<file path="src/rtl/logic_pod_chunk_packer.sv">
// Densely bit-packs 17-bit compressor chunks into OUT_WIDTH-bit words, with end-of-capture flush and overflow detection.
// Optional statistics counters are enabled by defining LOGIC_POD_PACKER_STATS_EN.
module logic_pod_chunk_packer #(
  parameter int OUT_WIDTH = 64
) (
  input  logic                 clk,
  input  logic                 rst,
  input  logic                 in_valid,
  input  logic                 in_format,
  input  logic [15:0]          in_data,
  input  logic                 flush,
  output logic                 flush_done,
  output logic                 out_valid,
  input  logic                 out_ready,
  output logic [OUT_WIDTH-1:0] out_data,
  output logic                 out_last,
  output logic                 overflow
`ifdef LOGIC_POD_PACKER_STATS_EN
  ,
  output logic [31:0]          stat_chunks,
  output logic [31:0]          stat_words
`endif
);

  localparam int ACC_W  = OUT_WIDTH + 16;
  localparam int FILL_W = $clog2(OUT_WIDTH + 17);

  typedef enum logic [1:0] {IDLE, RUN, PAD, DRAIN} state_t;

  state_t               state_q, state_d;
  logic [ACC_W-1:0]     acc_q, acc_d;
  logic [FILL_W-1:0]    fill_q, fill_d;
  logic [OUT_WIDTH-1:0] data_p1, data_d;
  logic                 vld_p1, vld_d;
  logic                 last_p1, last_d;
  logic                 overflow_q, overflow_d;
  logic                 flush_done_q, flush_done_d;

  logic [16:0]          chunk;
  logic [ACC_W-1:0]     merged;
  logic [FILL_W-1:0]    fill_sum;
  logic                 completes;
  logic                 accept;
  logic                 hold_free;
  logic                 chunk_ok;

  always_comb begin
    chunk     = {in_format, in_data};
    merged    = acc_q | (ACC_W'(chunk) << fill_q);
    fill_sum  = fill_q + FILL_W'(17);
    completes = (fill_sum >= FILL_W'(OUT_WIDTH));
    accept    = vld_p1 && out_ready;
    hold_free = !vld_p1 || out_ready;
    chunk_ok  = in_valid && (state_q == IDLE || state_q == RUN) && (!completes || hold_free);
  end

  always_comb begin
    state_d      = state_q;
    acc_d        = acc_q;
    fill_d       = fill_q;
    data_d       = data_p1;
    vld_d        = vld_p1 && !out_ready;
    last_d       = accept ? 1'b0 : last_p1;
    overflow_d   = overflow_q || (in_valid && !chunk_ok);
    flush_done_d = accept && last_p1;

    case (state_q)
      IDLE, RUN: begin
        if (chunk_ok) begin
          state_d = RUN;
          if (completes) begin
            data_d = merged[OUT_WIDTH-1:0];
            vld_d  = 1'b1;
            last_d = 1'b0;
            acc_d  = merged >> OUT_WIDTH;
            fill_d = fill_sum - FILL_W'(OUT_WIDTH);
          end else begin
            acc_d  = merged;
            fill_d = fill_sum;
          end
        end
        // Flush acts on the post-chunk state; an empty accumulator with a word in hand reuses that word as the last.
        if (flush) begin
          if (fill_d == '0 && vld_d) begin
            last_d  = 1'b1;
            state_d = DRAIN;
          end else begin
            state_d = PAD;
          end
        end
      end
      PAD: begin
        if (hold_free) begin
          data_d  = acc_q[OUT_WIDTH-1:0];
          vld_d   = 1'b1;
          last_d  = 1'b1;
          acc_d   = '0;
          fill_d  = '0;
          state_d = DRAIN;
        end
      end
      DRAIN: begin
        if (accept && last_p1) state_d = IDLE;
      end
      default: state_d = IDLE;
    endcase
  end

  // Stage boundary: accumulator and one-entry output holding register
  always_ff @(posedge clk) begin
    if (rst) begin
      state_q      <= IDLE;
      acc_q        <= '0;
      fill_q       <= '0;
      data_p1      <= '0;
      vld_p1       <= 1'b0;
      last_p1      <= 1'b0;
      overflow_q   <= 1'b0;
      flush_done_q <= 1'b0;
    end else begin
      state_q      <= state_d;
      acc_q        <= acc_d;
      fill_q       <= fill_d;
      data_p1      <= data_d;
      vld_p1       <= vld_d;
      last_p1      <= last_d;
      overflow_q   <= overflow_d;
      flush_done_q <= flush_done_d;
    end
  end

  assign out_valid  = vld_p1;
  assign out_data   = data_p1;
  assign out_last   = last_p1;
  assign overflow   = overflow_q;
  assign flush_done = flush_done_q;

`ifdef LOGIC_POD_PACKER_STATS_EN
  logic [31:0] chunks_q;
  logic [31:0] words_q;

  always_ff @(posedge clk) begin
    if (rst) begin
      chunks_q <= '0;
      words_q  <= '0;
    end else begin
      if (chunk_ok && chunks_q != 32'hFFFF_FFFF) chunks_q <= chunks_q + 32'd1;
      if (accept && words_q != 32'hFFFF_FFFF)    words_q  <= words_q + 32'd1;
    end
  end

  assign stat_chunks = chunks_q;
  assign stat_words  = words_q;
`else
  // Statistics counters are not built in this configuration.
`endif

endmodule
</file>
<file path="config.mk">
export PLATFORM = sky130hd
export DESIGN_NAME = logic_pod_chunk_packer
export DESIGN_NICKNAME = d
export VERILOG_FILES = /design/src/rtl/logic_pod_chunk_packer.sv
export SDC_FILE = /design/constraint.sdc
export NUM_CORES = 1
export LEC_CHECK = 0
export BUFFER_PORTS_ARGS = -buffer_cell sky130_fd_sc_hd__buf_4
export CAP_MARGIN = 0
export CORE_AREA = 2 2 154 156
export CTS_BUF_LIST = sky130_fd_sc_hd__clkbuf_2 sky130_fd_sc_hd__clkbuf_4 sky130_fd_sc_hd__clkbuf_8
export DETAILED_ROUTE_END_ITERATION = 10
export DIE_AREA = 0 0 156 158
export SLEW_MARGIN = 20
export SYNTH_ARGS = -nofsm -noshare
export SYNTH_HDL_FRONTEND = slang
export SYNTH_SLANG_ARGS = --single-unit
</file>
<file path="constraint.sdc">
create_clock -name clk -period 2.7 [get_ports clk]
set_input_delay 0.27 -clock clk [delete_from_list [all_inputs] [get_ports clk]]
set_output_delay 0.27 -clock clk [all_outputs]
set_load 0.01 [all_outputs]
</file>
======== After elaboration in Yosys (flattened, before gate mapping) ========
Cells that the tools add are included.
word-level totals
  register bits ........................... 157
  input bits .............................. 22
  output and inout bits ................... 68
  logic and storage cells ................. 75
operators by class
  $add $sub $neg .......................... 2
  $lt $le $gt $ge ......................... 1
  eq/ne operators ......................... 8
  shift operators ......................... 1
  mux-type cells .......................... 31
  bitwise gates (word level) .............. 1
  reductions and logical operators ........ 23
operators by type and width
  cell                                                           count
  80-bit two-way mux                                             3
  64-bit two-way mux                                             3
  80-bit case mux with 2 select lines                            1
  64-bit case mux with 2 select lines                            1
  80-bit bitwise OR                                              1
  17-bit by 7-bit << shifter with 80-bit output                  1
  7-bit two-way mux                                              4
  7-bit case mux with 2 select lines                             1
  1-bit two-way mux                                              11
  2-bit two-way mux                                              4
  2-bit != test, second input constant                           4
  7-bit by 5-bit adder with 7-bit output, second input constant  1
  7-bit >= comparator, second input constant                     1
  1-bit logical AND                                              7
  7-bit zero test                                                1
  7-bit subtractor, second input constant                        1
  2-bit case mux with 3 select lines                             1
  3-bit AND reduction                                            2
  2-bit equality test, second input constant                     2
  1-bit zero test                                                4
  1-bit logical OR                                               4
  1-bit case mux with 2 select lines                             2
  4-bit AND reduction                                            1
  3-bit != test, second input constant                           1
  5 further kinds                                                5

======== Longest topological paths before layout ========
Gate-level depths: netlist of run 1.
  depth in word-level cells ............... 12
  mapped depth ............................ 10
  mapped depth without buffers ............ 7

======== Least setup slack after synthesis of run 1 ========
OpenSTA, ideal clock, no wires.
  path type ............................... reg2reg
  start point ............................. reg fill_q[1]
  end point ............................... reg acc_q[3]
  setup time .............................. 115 ps
  arrival ................................. 2087 ps
  setup slack ............................. 498 ps
  cell stages (with the launch flop) ...... 8
  period minus slack after synthesis ...... 2202 ps
  path through ............................ dfxtp_1 > buf_6 > mux4_2 > mux2_4 > mux2i_4 > nor2_1 > or4_1 > and3_1
between the ends
  cells in the longest elaborated chain, start to end .. 7
  elaborated cells between the ends (all ways) .. 12
  classes of those cells .................. add/sub (1); order compare (1); eq/ne (1); shift (1); mux (3); bitwise (1); reduce/logical (4)
RTL lines
  item                                    line  source
  from (decl)                             32    logic [FILL_W-1:0] fill_q, fill_d;
  from (signal assigned)                  123   fill_q <= fill_d;
  7-bit by 5-bit adder with 7-bit output  50    fill_sum = fill_q + FILL_W'(17);
  7-bit >= comparator                     51    completes = (fill_sum >= FILL_W'(OUT_WIDTH));
  1-bit zero test                         54    chunk_ok = in_valid && (state_q == IDLE || state_q == RUN) && (!completes || hold_free);
  1-bit logical OR                        54
  1-bit logical AND                       54
  2-bit != test (no source line)          n/a
  3-bit AND reduction (no source line)    n/a
  to (signal assigned)                    113   acc_q <= '0;
  to (signal assigned)                    122   acc_q <= acc_d;
  to (decl)                               31    logic [ACC_W-1:0] acc_q, acc_d;
Parallel ways exist; a longest one is shown, timed or not. The select of a mux whose other input is x is not followed.
A chain may end at the register's enable or synchronous reset.

======== Final worst setup path of run 1 ========
  start point ............................. reg fill_q[0]
  end point ............................... reg acc_q[3]
Same word-level chain as after synthesis.

==> results of run 1 <==
-- placed cells by master, fill, tap and decap left out, drive strengths merged, types with 6 or more instances in the layout --
master  synthesis  routed
o22ai          12      12
o31ai          10      10
a211oi         11      11
a22o           25      25
and3            6       6
nor3           23      23
mux4           24      24
and2           10      10
o21ai          66      66
nor2           80      80
mux2           18      18
a31oi          21      21
nand3          11      11
nand2         138     138
mux2i          22      22
nor2b           7       7
clkbuf         35      18
dfxtp         157     157
inv            11      16
clkinv          1       8
a21oi         112     112
a221oi          6       6
buf            39     155
-- per-layer routing --
layer  vias up  global-route usage (%)
met4         0                    9.74
met2       304                    37.0
li1       3644                       -
met5         -                       0
met1      3661                    29.9
met3        64                    4.27
-- power by group through the flow --
stage | registers (mW) | logic (mW) | clock network, mW
floorplan | 2.52 | 0.765 | 0
global placement | 2.53 | 1.28 | 0
detailed placement | 2.53 | 1.28 | 0
CTS | 2.48 | 1.29 | 1.77
global route | 2.49 | 1.39 | 1.86
finish | 2.47 | 1.30 | 1.73
-- path summary, 6_finish.rpt --
kind / slack, ns / cells after the start / from / end
setup / recovery: 0.21 / 6 / fill_q[0] / acc_q[3]
hold / removal: 0.07 / 3 / in_valid / overflow
setup reg to reg: 0.21 / 6 / fill_q[0] / acc_q[3]
hold reg to reg: 0.45 / 2 / acc_q[13] / out_data[13]
-- metrics by stage --
step	cell area, um2	util, %
after floorplan	7960	-
final	9600	41.6
after global routing	9600	41.6
after CTS	9600	41.6
after detailed placement	9200	39.9
after global placement	9200	39.9
-- flip-flops by register name, summed over array words and instances, names as in the netlist --
signal      flops
acc_q          80
fill_q          7
flush_done      1
out_data       64
out_last        1
out_valid       1
overflow        1
state_q         2
-- logic make-up after synthesis --
logic type / share of synthesized area, %
flops: 39.5
mux: 12.6
compound gates: 26.1
buf+inv: 5.01
fa+ha+maj: 0.157
simple gates: 16.5
xor+xnor: 0.220
-- cell type report --
type	instances	area (um2)
Clock inverter	13	136
Multi-Input combinational cell	688	4440
Sequential cell	157	3140
Clock buffer	18	248
Tap cell	290	363
Inverter	12	45.0
Fill cell	2394	13500
Timing Repair Buffer	156	1220
-- worst register-to-register path: stages, from the launching register on --
cell and delay [ns]:
dfxtp_1 0.45, mux4_2 0.59, mux2_2 0.34, mux2i_4 0.23
nor2_1 0.09, or4_1 0.49, and3_1 0.21
==> flow_summary.yaml, run 1 <==
floorplanning:
  initial_core_util_pct: 34.5
  coreArea_mm2: 0.0231
  die-height_um: 158
  die_area_mm2: 0.0246
  fp.dieW_um: 156
  pin_count: 90
  rows: 56
placed_design:
  gp_congestion: 0.949
  dp_hpwl_um: 20400
  post-place-ws_ns: 0.255
  dpl.cell_count: 1302
  numPortBuffers: 89
cts:
  cts_root_buf: "clkbuf_8"
  cts_buffers: 17
  clk_pin_slew_ns: 0.09
  clkLatencyLatePin_ns: 0.46
  ctsResizeCount: 0
  cts_tree: "yes"
  postCtsSetupBuffers: 0
  numClockSinks: 157
  htree_levels: 4
  postCtsHoldBufs: 1
  cts_buffer_depth: 2
drt:
  dr.first_iter.drc_count: 748
  wl_met1_um: 12200
  via_per_inst: 5.75
  via_count: 7673
  dr_wl_met2_um: 12800
  top_layer_used: "met4"
  drt-wirelength-per-cell_um: 20.8
  drcViolationCount: 0
  firstDrtPassIters: 5
  wl_um: 27800
  ant_nets: 0
  dr_wl_met3_um: 1700
timing:
  setup_viol: 0
  skew_ns: 0.0129
  finalCriticalPeriod_ns: 2.49
  timing.final.ws_setup_ns: 0.207
  finalCritPeriodShare_pct: 92.3
  rsz0062_at_grt: "no"
  hold_ws_ns: 0.0652
  fin_tns_setup_ns: 0
  finalHoldViolations: 0
  max_freq_mhz: 401
  slew_violations: 0
  worst_slew_pin_slew_ns: 0.655
  relSlewSlack_pct: 56.0
grt:
  grt_max_degree: 59
  grt_pass1_vias: 7304
  grt_pass1_wl_um: 43200
  grtUsageTotal_pct: 22.8
  gr-total-overflow: 0
  antenna_found_initial: 0
worst_setup_path:
  path_buf_inv: 0
  crit_family: "multiplexers"
  cp_data_arrival_time_ns: 2.85
  path_cells: "mux4_2 > mux2_2 > mux2i_4 > nor2_1 > or4_1 > and3_1"
  worstSetupEndpointType: "flop"
  cpMaxStageDelayCell: "mux4_2"
  max_stage_delay_ns: 0.59
  cp_data_required_time_ns: 3.05
  cp-start-kind: "flop"
  worstPathMaxFanout: 4
  worstSetupPathType: "flop to flop"
synth:
  synth.area.top_cells: "dfxtp_1 (39%), a21oi_1 (7.0%), nand2_1 (6.5%)"
  syn_nets: 954
  synth_edf_count: 0
  ys.flop_type: "dfxtp_1"
  synth-seq-cells: 157
  syn_avg_cell_area_um2: 8.55
  ys_async_sr_fraction_pct: 0
  yosysTopAreaCellShare_pct: 39.5
  ys_top_cells_by_count: "dfxtp_1 (157), nand2_1 (138), a21oi_1 (111)"
  synth_cell_types: 71
  yosysSeqAreaShare_pct: 39.5
  synthCells: 931
  yosysMostFrequentCell: "dfxtp_1"
  yosys_warnings: 0
  synth_top_cell_by_area: "dfxtp_1"
  netlist_area_mm2: 0.00796
final_layout:
  insertedDiodeCount: 0
  drive_above_1_share_pct: 23.3
  stdcell_count: 1334
  nets: 1055
  areaGrowthSynthToFinish_pct: 20.6
pwr:
  switching_share_pct: 33.2
  switching_power_mw: 1.83
  finalPower_mw: 5.51
  p_int_mw: 3.68
  p_per_area_mw_per_mm2: 574
  p_leak_nw: 3.60
  power.share.sequential_pct: 44.9
  p_comb_share_pct: 23.7
  p_clk_share_pct: 31.4
  ir_drop_mv: 0.309
run_status:
  status: "finished, final reports clean"
hold_path:
  hold_class: "input port to flop"
job:
  cap_violations: 0
(Power assumes the default switching activity.)
==> run 2: changes to the inputs <==
--- a/config.mk
+++ b/config.mk
@@ -7,10 +7,11 @@
 export LEC_CHECK = 0
 export BUFFER_PORTS_ARGS = -buffer_cell sky130_fd_sc_hd__buf_4
 export CAP_MARGIN = 0
-export CORE_AREA = 2 2 154 156
+export CORE_AREA = 2 2 130 132
 export CTS_BUF_LIST = sky130_fd_sc_hd__clkbuf_2 sky130_fd_sc_hd__clkbuf_4 sky130_fd_sc_hd__clkbuf_8
 export DETAILED_ROUTE_END_ITERATION = 10
-export DIE_AREA = 0 0 156 158
+export DIE_AREA = 0 0 132 134
+export PLACE_DENSITY = 0.69
 export SLEW_MARGIN = 20
 export SYNTH_ARGS = -nofsm -noshare
 export SYNTH_HDL_FRONTEND = slang
==> run 2 against run 1 <==
Compared with the run above:
- total power grew 1.1%
- highest routed layer unchanged
- count of clock-buffer cells in the layout grew 3
- die area shrank 28%
- clock power grew 6%
- clock skew grew 0.0061 ns
- via count grew 1.0%
- sequential cell count is the same
- cell count shrank 5.2%
- combinational power is essentially flat
- non-clock buffer count is the same
- critical endpoint is now acc_q[4]
==> flow_summary.yaml, run 2 (same netlist as run 1, synthesis figures left out) <==
grt:
  grt_max_degree: 86
  grt_pass1_vias: 7242
  grt_pass1_wl_um: 41100
  antenna_found_initial: 0
  grtUsageTotal_pct: 29.9
  gr-total-overflow: 0
timing:
  slew_violations: 0
  relSlewSlack_pct: 43.8
  timing.final.ws_setup_ns: 0.109
  setup_viol: 0
  finalCritPeriodShare_pct: 95.9
  skew_ns: 0.0189
  finalCriticalPeriod_ns: 2.59
  max_freq_mhz: 386
  finalHoldViolations: 0
  worst_slew_pin_slew_ns: 0.843
  rsz0062_at_grt: "no"
floorplanning:
  fp.dieW_um: 132
  initial_core_util_pct: 48.9
  coreArea_mm2: 0.0163
  rows: 47
  pin_count: 90
  die-height_um: 134
  die_area_mm2: 0.0177
pwr:
  p_leak_nw: 3.59
  p_per_area_mw_per_mm2: 586
  ir_drop_mv: 0.301
worst_setup_path:
  cpMaxStageDelayCell: "mux2i_1"
  worstPathMaxFanout: 34
  crit_family: "multiplexers"
  cp_data_arrival_time_ns: 2.95
  cp_data_required_time_ns: 3.06
  worstSetupPathType: "flop to flop"
  cp-start-kind: "flop"
  path_buf_inv: 1
  path_cells: "buf_12 > mux4_2 > mux2i_1 > o221ai_1 > o21ai_0 > nor2_1"
  worstSetupEndpointType: "flop"
  max_stage_delay_ns: 0.61
final_layout:
  drive_above_1_share_pct: 23.6
  largest-register: "acc_q"
  areaGrowthSynthToFinish_pct: 19.4
  insertedDiodeCount: 0
  nets: 1055
  stdcell_count: 1264
  layout_common_cells: "dfxtp_1 (155), buf_4 (153), nand2_1 (138)"
  nFillCells: 1503
  final_common_cell: "dfxtp_1"
  largest_register_ffs: 80
  postLayoutCellArea_mm2: 0.00951
drt:
  drt-wirelength-per-cell_um: 21.0
  firstDrtPassIters: 6
  drcViolationCount: 0
  via_count: 7753
  via_per_inst: 6.13
  ant_nets: 0
  wl_um: 26600
  dr.first_iter.drc_count: 882
placed_design:
  dpl.cell_count: 1232
  place_area_mm2: 0.00909
  numPortBuffers: 89
  gp_congestion: 1.01
  post-place-ws_ns: -0.0272
  dp_hpwl_um: 19200
cts:
  cts_tree: "yes"
  cts_buffer_depth: 2
  cts_root_buf: "clkbuf_8"
  numClockSinks: 157
  cts_buffers: 17
  clkLatencyLatePin_ns: 0.47
  htree_levels: 4
  postCtsHoldBufs: 0
  clk_pin_slew_ns: 0.09
hold_path:
  hold_class: "input port to flop"
job:
  cap_violations: 0
run_status:
  status: "finished, final reports clean"
[run 2: changes by cell type in the layout (fill, tap and decap cells not counted), moves of 2 or more]
cell        delta
clkbuf_4       +3
clkinvlp_4     +2
buf_4          +2
clkinv_2       -3
buf_12         -2
[run 2: what timing repair did]
item                                    4_1_cts  5_1_grt
gates resized for setup                       0        2
endpoints found under the setup margin        0        5
setup buffers                                 0        0
[run 2: layout make-up]
| cell class | count | area, um2 | area share (%) |
|---|---|---|---|
| clock inverters | 10 | 130 | 1.37 |
| flip-flops and latches | 157 | 3150 | 33.1 |
| multi-input cells | 688 | 4440 | 46.7 |
| clock buffers | 21 | 270 | 2.84 |
| inverters | 12 | 45.0 | 0.474 |
| repair buffers | 156 | 1200 | 12.6 |
| well taps | 220 | 275 | 2.90 |
[run 2: final timing paths]
path | start | to | slack [ns] | cells past startpoint
worst max-delay path | fill_q[0] | acc_q[4] | 0.11 | 6
worst min-delay path | flush | state_q[0] | 0.02 | 2
worst max register to register | fill_q[0] | acc_q[4] | 0.11 | 6
worst min register to register | acc_q[12] | out_data[12] | 0.46 | 2
[run 2: routing by layer]
metal	vias to the layer above	share of wire [%]	global-route usage [%]
li1	3638	-	-
met1	3644	42	39.3
met2	391	46	49.0
met3	80	7.6	4.42
met4	0	4.3	13.8
met5	-	0	0
[run 2: stage by stage]
step	setup TNS (ns)	util (%)	hold slack, ns	power [mW]
after global placement	0	55.8	0.425	3.76
after CTS	0	58.3	0.00884	5.55
final	0	58.4	0.0233	5.57
after floorplan	0	-	0.377	3.28
after detailed placement	-0.0272	55.8	0.436	3.76
after global routing	0	58.4	0.0199	5.76
[run 2: worst register-to-register path, stage by stage, from the launching register on]
cell and delay, ns:
dfxtp_1 0.39, buf_12 0.23, mux4_2 0.59, mux2i_1 0.61, o221ai_1 0.36, o21ai_0 0.25
nor2_1 0.06
[run 2: power by group]
group	total [mW]	switching [mW]	internal, mW
combinational	1.28	0.795	0.481
clock	1.83	0.940	0.890
sequential	2.46	0.0586	2.41
total	5.57	1.79	3.78
